[config.mk]
export PLATFORM = sky130hd
export DESIGN_NAME = decode_stage
export DESIGN_NICKNAME = d
export VERILOG_FILES = /design/src/rtl/decode_stage.sv
export SDC_FILE = /design/constraint.sdc
export NUM_CORES = 1
export LEC_CHECK = 0
export ABC_AREA = 1
export BUFFER_PORTS_ARGS = -buffer_cell sky130_fd_sc_hd__buf_2
export CAP_MARGIN = 25
export CELL_PAD_IN_SITES_DETAIL_PLACEMENT = 1
export CELL_PAD_IN_SITES_GLOBAL_PLACEMENT = 2
export CORE_MARGIN = 3
export CORE_UTILIZATION = 29
export CTS_BUF_LIST = sky130_fd_sc_hd__clkbuf_2
export CTS_CLUSTER_SIZE = 12
export DETAILED_ROUTE_END_ITERATION = 12
export PLACE_DENSITY_LB_ADDON = 0.1
export SYNTH_ARGS = -nofsm -noshare
export SYNTH_HDL_FRONTEND = slang
export SYNTH_SLANG_ARGS = --single-unit
[constraint.sdc]
create_clock -name clk -period 8.97 [get_ports clk]
set_clock_uncertainty 0.2 [all_clocks]
set_input_delay 2.2425 -clock clk [delete_from_list [all_inputs] [get_ports clk]]
set_output_delay 2.2425 -clock clk [all_outputs]
set_load 0.02 [all_outputs]
[src/rtl/decode_stage.sv]
// RV32I/RV64I decode stage: splits instruction fields, classifies the format and
// assembles the sign-extended immediate into a registered, valid/ready-handshaked entry.
// Define DECODE_SKID_EN for a two-entry skid buffer with a flopped in_ready.
module decode_stage #(
  parameter int XLEN = 32
) (
  input  logic            clk,
  input  logic            rst,
  input  logic            flush,
  input  logic            in_valid,
  output logic            in_ready,
  input  logic [31:0]     in_instr,
  input  logic [XLEN-1:0] in_pc,
  output logic            out_valid,
  input  logic            out_ready,
  output logic [XLEN-1:0] out_pc,
  output logic [6:0]      out_opcode,
  output logic [4:0]      out_rd,
  output logic [4:0]      out_rs1,
  output logic [4:0]      out_rs2,
  output logic [2:0]      out_funct3,
  output logic [6:0]      out_funct7,
  output logic [2:0]      out_fmt,
  output logic [XLEN-1:0] out_imm,
  output logic            out_illegal
);

  typedef enum logic [2:0] {
    FMT_R   = 3'd0,
    FMT_I   = 3'd1,
    FMT_S   = 3'd2,
    FMT_B   = 3'd3,
    FMT_U   = 3'd4,
    FMT_J   = 3'd5,
    FMT_ILL = 3'd7
  } fmt_e;

  typedef struct packed {
    logic [XLEN-1:0] pc;
    logic [6:0]      opcode;
    logic [4:0]      rd;
    logic [4:0]      rs1;
    logic [4:0]      rs2;
    logic [2:0]      funct3;
    logic [6:0]      funct7;
    fmt_e            fmt;
    logic [XLEN-1:0] imm;
    logic            illegal;
  } entry_t;

  // ---------------------------------------------------------------------------
  // Combinational decode of the incoming instruction
  // ---------------------------------------------------------------------------
  fmt_e               dec_fmt;
  logic signed [31:0] dec_imm32;
  entry_t             dec_entry;

  // NOTE: every always_comb output gets a default first so no path can infer a latch.
  always_comb begin
    dec_fmt = FMT_ILL;
    if (in_instr[1:0] == 2'b11) begin
      case (in_instr[6:0])
        7'b0110011:                         dec_fmt = FMT_R;
        7'b0010011, 7'b0000011, 7'b1100111,
        7'b1110011, 7'b0001111:             dec_fmt = FMT_I;
        7'b0100011:                         dec_fmt = FMT_S;
        7'b1100011:                         dec_fmt = FMT_B;
        7'b0110111, 7'b0010111:             dec_fmt = FMT_U;
        7'b1101111:                         dec_fmt = FMT_J;
        default:                            dec_fmt = FMT_ILL;
      endcase
    end
  end

  always_comb begin
    dec_imm32 = '0;
    case (dec_fmt)
      FMT_I: dec_imm32 = {{20{in_instr[31]}}, in_instr[31:20]};
      FMT_S: dec_imm32 = {{20{in_instr[31]}}, in_instr[31:25], in_instr[11:7]};
      FMT_B: dec_imm32 = {{19{in_instr[31]}}, in_instr[31], in_instr[7],
                          in_instr[30:25], in_instr[11:8], 1'b0};
      FMT_U: dec_imm32 = {in_instr[31:12], 12'b0};
      FMT_J: dec_imm32 = {{11{in_instr[31]}}, in_instr[31], in_instr[19:12],
                          in_instr[20], in_instr[30:21], 1'b0};
      default: dec_imm32 = '0;
    endcase
  end

  always_comb begin
    dec_entry         = '0;
    dec_entry.pc      = in_pc;
    dec_entry.opcode  = in_instr[6:0];
    dec_entry.rd      = in_instr[11:7];
    dec_entry.rs1     = in_instr[19:15];
    dec_entry.rs2     = in_instr[24:20];
    dec_entry.funct3  = in_instr[14:12];
    dec_entry.funct7  = in_instr[31:25];
    dec_entry.fmt     = dec_fmt;
    // Signed size cast sign-extends the 32-bit immediate to XLEN.
    dec_entry.imm     = XLEN'(dec_imm32);
    dec_entry.illegal = (dec_fmt == FMT_ILL);
  end

  // ---------------------------------------------------------------------------
  // Entry storage
  // ---------------------------------------------------------------------------
  logic   main_valid_q, main_valid_d;
  entry_t main_q, main_d;
  logic   in_fire, out_fire;

  assign out_fire = main_valid_q && out_ready;
  assign in_fire  = in_valid && in_ready;

`ifdef DECODE_SKID_EN
  logic   skid_valid_q, skid_valid_d;
  entry_t skid_q, skid_d;
  logic   in_ready_q, in_ready_d;

  assign in_ready = in_ready_q;

  always_comb begin
    main_valid_d = main_valid_q;
    main_d       = main_q;
    skid_valid_d = skid_valid_q;
    skid_d       = skid_q;
    if (flush) begin
      main_valid_d = 1'b0;
      skid_valid_d = 1'b0;
    end else if (skid_valid_q) begin
      // in_ready is low while the skid slot is occupied, so only a drain can happen.
      if (out_fire) begin
        main_d       = skid_q;
        skid_valid_d = 1'b0;
      end
    end else if (in_fire) begin
      if (!main_valid_q || out_ready) begin
        main_valid_d = 1'b1;
        main_d       = dec_entry;
      end else begin
        skid_valid_d = 1'b1;
        skid_d       = dec_entry;
      end
    end else if (out_fire) begin
      main_valid_d = 1'b0;
    end
    in_ready_d = !skid_valid_d;
  end
`else
  assign in_ready = !main_valid_q || out_ready;

  always_comb begin
    main_valid_d = main_valid_q;
    main_d       = main_q;
    if (flush) begin
      main_valid_d = 1'b0;
    end else if (in_fire) begin
      main_valid_d = 1'b1;
      main_d       = dec_entry;
    end else if (out_fire) begin
      main_valid_d = 1'b0;
    end
  end
`endif

  // NOTE: the data payload is reset too, because every out_* must read 0 while rst is high.
  always_ff @(posedge clk or posedge rst) begin
    if (rst) begin
      main_valid_q <= 1'b0;
      main_q       <= '0;
`ifdef DECODE_SKID_EN
      skid_valid_q <= 1'b0;
      skid_q       <= '0;
      in_ready_q   <= 1'b0;
`endif
    end else begin
      // NOTE: state registers use non-blocking assignment so all flops update together.
      main_valid_q <= main_valid_d;
      main_q       <= main_d;
`ifdef DECODE_SKID_EN
      skid_valid_q <= skid_valid_d;
      skid_q       <= skid_d;
      in_ready_q   <= in_ready_d;
`endif
    end
  end

  assign out_valid   = main_valid_q;
  assign out_pc      = main_q.pc;
  assign out_opcode  = main_q.opcode;
  assign out_rd      = main_q.rd;
  assign out_rs1     = main_q.rs1;
  assign out_rs2     = main_q.rs2;
  assign out_funct3  = main_q.funct3;
  assign out_funct7  = main_q.funct7;
  assign out_fmt     = main_q.fmt;
  assign out_imm     = main_q.imm;
  assign out_illegal = main_q.illegal;

endmodule

# --- Yosys cells after proc, flatten, opt, wreduce, memory -nomap -nowiden ---
# Cells that the tools add are included.
op_classes:
  n_mux: 6
  reduce_logical: 8
  n_eq_ne: 18
  bitwise_logic: 1
op_table:
  columns: ["op", "n"]
  rows:
  - ["$pmux 32 s5", 1]
  - ["$eq 7x7->1 const B", 4]
  - ["$eq 7x6->1 const B", 3]
  - ["$pmux 3 s6", 1]
  - ["$eq 7x5->1 const B", 2]
  - ["$eq 3x3->1 const B", 3]
  - ["$eq 7x2->1 const B", 1]
  - ["$eq 7x4->1 const B", 1]
  - ["$eq 3x2->1 const B", 2]
  - ["$reduce_or 5->1", 1]
  - ["$eq 3x1->1 const B", 1]
  - ["$mux 1", 3]
  - ["$mux 3", 1]
  - ["$reduce_bool 3->1", 1]
  - ["$eq 2x2->1 const B", 1]
  - ["$logic_and 1x1->1", 2]
  - ["$reduce_and 2->1", 1]
  - ["$reduce_or 2->1", 1]
  - ["$logic_not 1->1", 1]
  - ["$logic_or 1x1->1", 1]
  - ["$not 1->1", 1]
word_totals:
  register_bits: 101

# --- Depth between registers and ports, before layout ---
# Gate-level depths: netlist of the first run.
depth:
  depth_word: 6
  depth_mapped: 11
  depth_no_buf: 10

# --- Worst setup path before layout of the first run ---
# No wires, ideal clock.
synth_path:
  path_type: "input to output"
  from: "input port out_ready"
  to: "output port in_ready"
  t_arrival_ns: 2.516
  path_stages: 2
  n_path_buf: 0
  slack_ns: 4.012
  path_cell_list: "nor2_1 -> inv_1"
synth_between:
  elab_chain_len: 1
synth_rtl:
  columns: ["element", "line_no", "source"]
  rows:
  - ["from (decl)", "15", "input logic out_ready,"]
  - ["$logic_or 1x1->1", "149", "assign in_ready = !main_valid_q || out_ready;"]
  - ["to (decl)", "11", "output logic in_ready,"]
# Every way passes these cells.

# --- Worst setup path after layout of the first run ---
# Ends and elaborated chain as after synthesis.

==> impl_metrics.tcl, run 1 <==
set metrics [dict create \
    overflow 0 \
    reg2reg_depth 8 \
    ctsResizeCount 0 \
    end_kind "output pin" \
    period_minus_slack_ps 5280 \
    final_common_cell "nand2_1" \
    wl_mm 15.5 \
    grt_pass1_vias 4879 \
    synth-seq-cells 101 \
    yosysSeqAreaShare 0.530 \
    htreeDepth 3 \
    post-route-util 0.371 \
    setup_viol 0 \
    finalWeightedCongestion 0.732 \
    final_nets 876 \
    dr.first_iter.drc_count 198 \
    grt_max_degree 98 \
    antenna_found_initial 1 \
    fmax_mhz 189 \
    clk_pin_slew_ps 260 \
    setup.worst_path.class "input port to output pin" \
    grt.total_usage 0.174 \
    cp_data_arrival_time_ps 2840 \
    rsz0062_at_grt "false" \
    max_stage_delay_ps 230 \
    core_mm2 0.0160 \
    ios 171 \
    cts_tree "done" \
    crit_chain "buf_2 -> nor2_1 -> inv_1 -> buf_2" \
    fp.dieH_um 134 \
    cts_buffer_depth 2 \
    dr.pass1.iters 4 \
    syn_area_per_cell_um2 7.25 \
    final.setup.tns_ps 0 \
    peakVddDrop_mv 0.0670 \
    drc 0 \
    p_per_area_mw_per_mm2 172 \
    clockRootBuffer "clkbuf_2" \
    holdBufCountCts 0 \
    cp.depth 4 \
    timing.hold.ws_ps 304 \
    place_inst 1011 \
    cts_buffers 9 \
    row_count 46 \
    crit_buf_inv 3 \
    synth_fp_nets 726 \
    start_util 0.298 \
    dp_hpwl_mm 10.9 \
    final_hold_viol_count 0 \
    finalNonFillerCells 1030 \
    area_growth_pct 24.4 \
    drive_gt1_frac 0.248 \
    synth.cell_area_mm2 0.00476 \
    holdPathStages 2 \
    vias_per_cell 4.50 \
    dieArea_mm2 0.0180 \
    portBuffers 170 \
    start_kind "input port" \
    timing.final.ws_setup_ps 3690 \
    clock_latency_ps 550 \
    slew_violations 0 \
    worstMarginPinSlew_ps 986 \
    drtAntennaViolNets 0 \
    synth_cells 657 \
    status "finished clean" \
    crit_slowest_cell "nor2_1" \
    die_w_um 134 \
    yosys_warnings 0 \
    finalCritPeriodShare 0.589 \
    vias 4639 \
    final_cell_mix "nand2_1, buf_2, dfrtp_1" \
    path_delay_family "buffers and inverters" \
    path_common_cell "buf_2" \
    required_ps 6530 \
    postCtsSetupBuffers 0 \
    cellLeakagePower_nw 3.69 \
    cts_num_sinks 101 \
    slew-limit-headroom 0.340 \
    grt_pass1_wl_mm 25.1 \
    avgRoutedWirePerCell_um 15.1 \
    maxCapViolCount 0 \
    ys_types 15 \
    hold_path.class "register to register" \
    preCtsSetupSlack_ps 3690 \
    cp_max_fo 2 \
]
[worst reg2reg max path, stage by stage, from the launching register on]
cell,delay (ps)
dfrtp_1,430
inv_1,50
nor2_1,60
nor3_4,110
buf_4,740
inv_4,290
buf_16,300
nand2_1,230
nand2_1,70
[power by group]
group / internal (mW) / leakage (nW) / switching, mW / total, mW
registers: 0.507 / 1.30 / 0.0261 / 0.533
clock network: 0.0925 / 0.0773 / 0.153 / 0.246
logic: 0.0749 / 2.32 / 0.166 / 0.241
[flip-flops by register name, indices dropped and copies added, names as in the netlist]
name	flops
out_rs2	5
out_fmt	3
out_valid	1
out_funct3	3
out_rs1	5
out_funct7	7
out_illegal	1
out_opcode	7
out_imm	32
out_rd	5
out_pc	32
[per-stage QoR]
step	instance area [um^2]	power, mW
global placement	5740	0.778
detailed placement	5770	0.788
finish	5930	1.02
global route	5930	1.08
floorplan	4760	0.680
CTS	5900	1.04
[cell families after synthesis]
kind of cell	synth area share
AOI/OAI and AO/OA	0.0210
and+or+nand+nor	0.390
buffers and inverters	0.0588
DFF	0.530
[routing by layer]
layer	global-route usage	share of wire
met1	0.227	0.47
met2	0.292	0.46
met3	0.0323	0.051
met4	0.0577	0.016
met5	0	0
[worst paths after layout]
check	start	to	slack [ps]
min in group asynchronous	rst	out_funct7[2]$_DFFE_PP0P_	1400
worst min-delay path	out_pc[26]$_DFFE_PP0P_	out_pc[26]$_DFFE_PP0P_	300
max in group asynchronous	rst	out_imm[19]$_DFFE_PP0P_	6210
worst max-delay path	out_ready	in_ready	3690
worst max register to register	out_valid$_DFFE_PP0P_	out_rd[3]$_DFFE_PP0P_	6420
worst min register to register	out_pc[26]$_DFFE_PP0P_	out_pc[26]$_DFFE_PP0P_	300
[final cells by class]
| class | count | area, um^2 |
|---|---|---|
| diodes | 2 | 5.00 |
| well taps | 216 | 270 |
| multi-input cells | 494 | 1970 |
| repair buffers | 175 | 928 |
| inverters | 26 | 103 |
| clock buffers | 11 | 55.1 |
| clock inverters | 5 | 75.1 |
| flip-flops and latches | 101 | 2530 |
| fillers | 2084 | 10100 |
[cells in the mapped netlist]
| master | n | area (um^2) |
|---|---|---|
| dfrtp_1 | 101 | 2530 |
| nand3_2 | 2 | 20.0 |
| o21ai_0 | 18 | 90.1 |
| nand3_1 | 43 | 215 |
| buf_2 | 23 | 115 |
| clkbuf_1 | 9 | 33.8 |
| nor2_1 | 54 | 203 |
| inv_2 | 5 | 18.8 |
| nor3_2 | 1 | 10.0 |
| buf_6 | 1 | 11.3 |
| nand2_2 | 2 | 12.5 |
| inv_1 | 21 | 78.8 |
| a21oi_1 | 2 | 10.0 |
| buf_4 | 3 | 22.5 |
| nand2_1 | 372 | 1400 |
Note: power is estimated with default switching activity, not from simulation.
==> run 2: changes to the inputs <==
--- a/config.mk
+++ b/config.mk
@@ -11,7 +11,7 @@
 export CELL_PAD_IN_SITES_DETAIL_PLACEMENT = 1
 export CELL_PAD_IN_SITES_GLOBAL_PLACEMENT = 2
 export CORE_MARGIN = 3
-export CORE_UTILIZATION = 29
+export CORE_UTILIZATION = 27
 export CTS_BUF_LIST = sky130_fd_sc_hd__clkbuf_2
 export CTS_CLUSTER_SIZE = 12
 export DETAILED_ROUTE_END_ITERATION = 12
==> constraint.sdc (replaced) <==
create_clock -name clk -period 5.35 [get_ports clk]
set_clock_uncertainty 0.2 [all_clocks]
set_input_delay 1.3375 -clock clk [delete_from_list [all_inputs] [get_ports clk]]
set_output_delay 1.3375 -clock clk [all_outputs]
set_load 0.02 [all_outputs]
==> run 2 against run 1 <==
  * Clock power increased by 83%
  * Global-route usage is 0.96 points lower
  * Core utilization decreased by 1.9 points
  * Critical path type unchanged
  * Critical endpoint unchanged
==> impl_metrics.tcl, run 2 (same netlist as run 1, synthesis figures left out) <==
set metrics [dict create \
    grt_max_degree 84 \
    path_delay_family "buffers and inverters" \
    grt.total_usage 0.164 \
    finalCritPeriodShare 0.641 \
    cellLeakagePower_nw 3.70 \
    drtAntennaViolNets 0 \
    clk_pin_slew_ps 270 \
    dp_hpwl_mm 11.2 \
    cp_data_arrival_time_ps 1890 \
    final_nets 876 \
    ctsResizeCount 0 \
    finalNonFillerCells 1034 \
    reg2reg_setup_slack_ps 3280 \
    avgRoutedWirePerCell_um 15.0 \
    status "finished clean" \
    grt_pass1_vias 4954 \
    drc 0 \
    final_cell_mix "nand2_1, buf_2, dfrtp_1" \
    p_per_area_mw_per_mm2 293 \
    fp.dieH_um 139 \
    power_switching_share 0.348 \
    vias_per_cell 4.39 \
    comb_power_share 0.231 \
    worstMarginPinSlew_ps 901 \
    dieArea_mm2 0.0193 \
    crit_buf_inv 3 \
    final_hold_viol_count 0 \
    slew_violations 0 \
    hold_path.class "register to register" \
    overflow 0 \
    start_util 0.281 \
    drive_gt1_frac 0.251 \
    start_kind "input port" \
    cp_max_fo 2 \
    place_inst 1015 \
    dr.pass1.iters 4 \
    area_growth_pct 25.0 \
    path_common_cell "buf_2" \
    final.setup.tns_ps 0 \
    reg2reg_from "out_valid$_DFFE_PP0P_" \
    crit_slowest_cell "nor2_1" \
    wl_mm 15.5 \
    holdBufCountCts 0 \
    portBuffers 170 \
    row_count 47 \
    cts_buffers 9 \
    vias 4537 \
    crit_chain "buf_2 -> nor2_1 -> inv_1 -> buf_2" \
    cts_buffer_depth 2 \
    cts_tree "done" \
    clockRootBuffer "clkbuf_2" \
    end_kind "output pin" \
    antenna_found_initial 1 \
    final_common_cell "nand2_1" \
    grt_pass1_wl_mm 25.8 \
    maxCapViolCount 0 \
    finalWeightedCongestion 0.766 \
    setup.worst_path.class "input port to output pin" \
    clkPwrFrac 0.257 \
    cts_num_sinks 101 \
    die_w_um 139 \
    min-delay-start "out_pc[12]$_DFFE_PP0P_" \
    ios 171 \
    crit_path_start "out_ready" \
    max_stage_delay_ps 210 \
    setup_viol 0 \
    core_mm2 0.0169 \
    dr.first_iter.drc_count 193 \
    rsz0062_at_grt "false" \
    postCtsSetupBuffers 0 \
    htreeDepth 3 \
    period_minus_slack_ps 3430 \
    fmax_mhz 292 \
    slew-limit-headroom 0.399 \
    power.internal_mw 1.14 \
    p_total_mw 1.75 \
    p_sw_uw 608 \
    required_ps 3810 \
    seq_power_share 0.512 \
    clock_latency_ps 600 \
    peakVddDrop_mv 0.0987 \
]
## run 2: power groups by stage
stage                     registers (mW)  clock network (mW)  logic [mW]
after floorplan                     1.02                   0       0.123
after global placement             0.905                   0       0.402
after detailed placement           0.909                   0       0.412
after CTS                          0.897               0.478       0.413
after global routing               0.909               0.503       0.449
final                              0.894               0.449       0.404
## run 2: routing by layer
layer / track usage / vias to the layer above / share of wire / wire (um)
met5: 0 / - / 0 / 0
met4: 0.0515 / 0 / 0.014 / 210
met3: 0.0345 / 12 / 0.052 / 800
met2: 0.277 / 110 / 0.46 / 7190
met1: 0.212 / 2122 / 0.47 / 7310
li1: - / 2293 / - / -
## run 2: worst min-delay path, delay by kind of cell, from the launching register on
family	cells	cell delay [ps]
DFF	1	410
and+or+nand+nor	2	110
## run 2: through the flow
step / hold WS (ps) / cell area, um^2 / worst slack, ps / util
floorplan: 382 / 4760 / 1170 / -
CTS: 317 / 5920 / 1920 / 0.350
global placement: 248 / 5750 / 1360 / 0.339
detailed placement: 257 / 5770 / 1220 / 0.341
finish: 314 / 5960 / 1920 / 0.352
global route: 302 / 5960 / 1600 / 0.352
## run 2: path summary, 6_finish.rpt
kind / to / cells past startpoint
setup / recovery: in_ready / 4
min in group asynchronous: out_pc[23]$_DFFE_PP0P_ / 2
max in group asynchronous: out_imm[0]$_DFFE_PP0P_ / 4
hold / removal: out_pc[12]$_DFFE_PP0P_ / 2
setup reg to reg: out_rd[4]$_DFFE_PP0P_ / 6
hold reg to reg: out_pc[12]$_DFFE_PP0P_ / 2
## run 2: cell type report
class,instances,area [um^2]
clock inverters,7,104
multi-input cells,494,1970
diodes,2,5.00
clock buffers,9,45.0
flip-flops and latches,101,2530
well taps,220,275
repair buffers,175,928
fillers,2174,11000
inverters,26,103
==> run 3: changes to the inputs <==
==> constraint.sdc (replaced) <==
create_clock -name clk -period 3.3 [get_ports clk]
set_clock_uncertainty 0.2 [all_clocks]
set_input_delay 0.825 -clock clk [delete_from_list [all_inputs] [get_ports clk]]
set_output_delay 0.825 -clock clk [all_outputs]
set_load 0.02 [all_outputs]
==> run 3 against run 2 <==
  * Sequential share of layout area up 0.20 points
  * Sequential power is 62% higher
  * Worst hold slack got worse by 140 ps
  * Critical path type is now register to output pin
  * Critical endpoint unchanged
==> impl_metrics.tcl, run 3 (same netlist as run 1, synthesis figures left out) <==
set metrics [dict create \
    wl_mm 16.2 \
    slew-limit-headroom 0.388 \
    reg2reg_from "out_valid$_DFFE_PP0P_" \
    final_nets 884 \
    cts_buffers 9 \
    reg2reg_depth 7 \
    hold_path.class "input port to asynchronous set/reset pin" \
    start_util 0.281 \
    final_hold_viol_count 0 \
    vias_per_cell 4.43 \
    start_kind "register" \
    area_growth_pct 24.4 \
    preCtsSetupSlack_ps 565 \
    dr.first_iter.drc_count 207 \
    antenna_found_initial 1 \
    required_ps 2270 \
    finalCritPeriodShare 0.749 \
    cellLeakagePower_nw 3.69 \
    holdBufCountCts 0 \
    dieArea_mm2 0.0193 \
    r2r-end "out_pc[9]$_DFFE_PP0P_" \
    final_cell_mix "nand2_1, buf_2, dfrtp_1" \
    worstMarginPinSlew_ps 919 \
    htreeDepth 3 \
    peakVddDrop_mv 0.168 \
    overflow 0 \
    die_w_um 139 \
    final_common_cell "nand2_1" \
    grt.total_usage 0.168 \
    fp.dieH_um 139 \
    final.setup.tns_ps 0 \
    rsz0062_at_grt "false" \
    clk_pin_slew_ps 250 \
    drtAntennaViolNets 0 \
    dp_hpwl_mm 11.6 \
    maxCapViolCount 0 \
    setup.worst_path.class "register to output pin" \
    cts_buffer_depth 2 \
    slew_violations 0 \
    cts_tree "done" \
    p_per_area_mw_per_mm2 442 \
    dr.pass1.iters 5 \
    cp_max_fo 2 \
    reg2reg_setup_slack_ps 1230 \
    end_kind "output pin" \
    core_mm2 0.0169 \
    portBuffers 170 \
    setup_viol 0 \
    crit_path_start "out_valid$_DFFE_PP0P_" \
    ctsResizeCount 0 \
    clock_latency_ps 560 \
    grt_pass1_wl_mm 26.2 \
    row_count 47 \
    drc 0 \
    grt_max_degree 84 \
    fmax_mhz 405 \
    period_minus_slack_ps 2470 \
    timing.final.ws_setup_ps 829 \
    status "finished clean" \
    cts_num_sinks 101 \
    postCtsSetupBuffers 0 \
    vias 4615 \
    cp_data_arrival_time_ps 1450 \
    avgRoutedWirePerCell_um 15.6 \
    drive_gt1_frac 0.255 \
    clockRootBuffer "clkbuf_2" \
    ios 171 \
    finalWeightedCongestion 0.738 \
    grt_pass1_vias 4876 \
]
[run 3: cell types whose count changed in the layout (fill, tap and decap cells not counted), moves of 3 or more]
cell,delta
buf_4,+8
clkinvlp_4,+3
inv_6,-4
clkinv_2,+3
[run 3: where the power goes]
part | internal (mW) | switching, mW | leakage [nW]
logic | 0.205 | 0.453 | 2.35
registers | 1.38 | 0.0743 | 1.30
clock network | 0.0924 | 0.417 | 0.0512
total | 1.67 | 0.945 | 3.69
[run 3: critical path: stages (launching register included)]
cell and delay [ps]:
dfrtp_1 390, inv_1 40, nor2_1 200, inv_1 90, buf_2 170
[run 3: per-layer routing]
| metal | up-vias | share of wire | GRT usage |
|---|---|---|---|
| li1 | 2302 | - | - |
| met1 | 2187 | 0.48 | 0.223 |
| met2 | 117 | 0.45 | 0.273 |
| met3 | 9 | 0.058 | 0.0462 |
| met4 | 0 | 0.011 | 0.0396 |
| met5 | - | 0 | 0 |
[run 3: worst max path at each step]
stage | end | cells past startpoint
2_1_floorplan | out_fmt[0]$_DFFE_PP0P_ | 1
3_3_place_gp | out_imm[26]$_DFFE_PP0P_ | 10
3_5_place_dp | out_imm[12]$_DFFE_PP0P_ | 10
4_1_cts | in_ready | 4
5_1_grt | in_ready | 4
6_report | in_ready | 4
[run 3: cell type report]
class | instances | area [um^2]
Sequential cell | 101 | 2530
Clock inverter | 5 | 28.8
Timing Repair Buffer | 183 | 973
Tap cell | 220 | 275
Antenna cell | 2 | 5.00
Clock buffer | 10 | 50.0
Inverter | 26 | 103
Multi-Input combinational cell | 494 | 1970
Fill cell | 2186 | 11000
[run 3: per-stage QoR]
step	utilization	std cells	cell area, um^2	hold WS, ps	power (mW)
after floorplan	-	657	4770	382	1.85
after global placement	0.345	1024	5840	249	2.13
after detailed placement	0.345	1024	5840	258	2.15
after CTS	0.350	1039	5920	102	2.69
after global routing	0.350	1041	5930	100	2.81
final	0.350	1041	5930	173	2.62
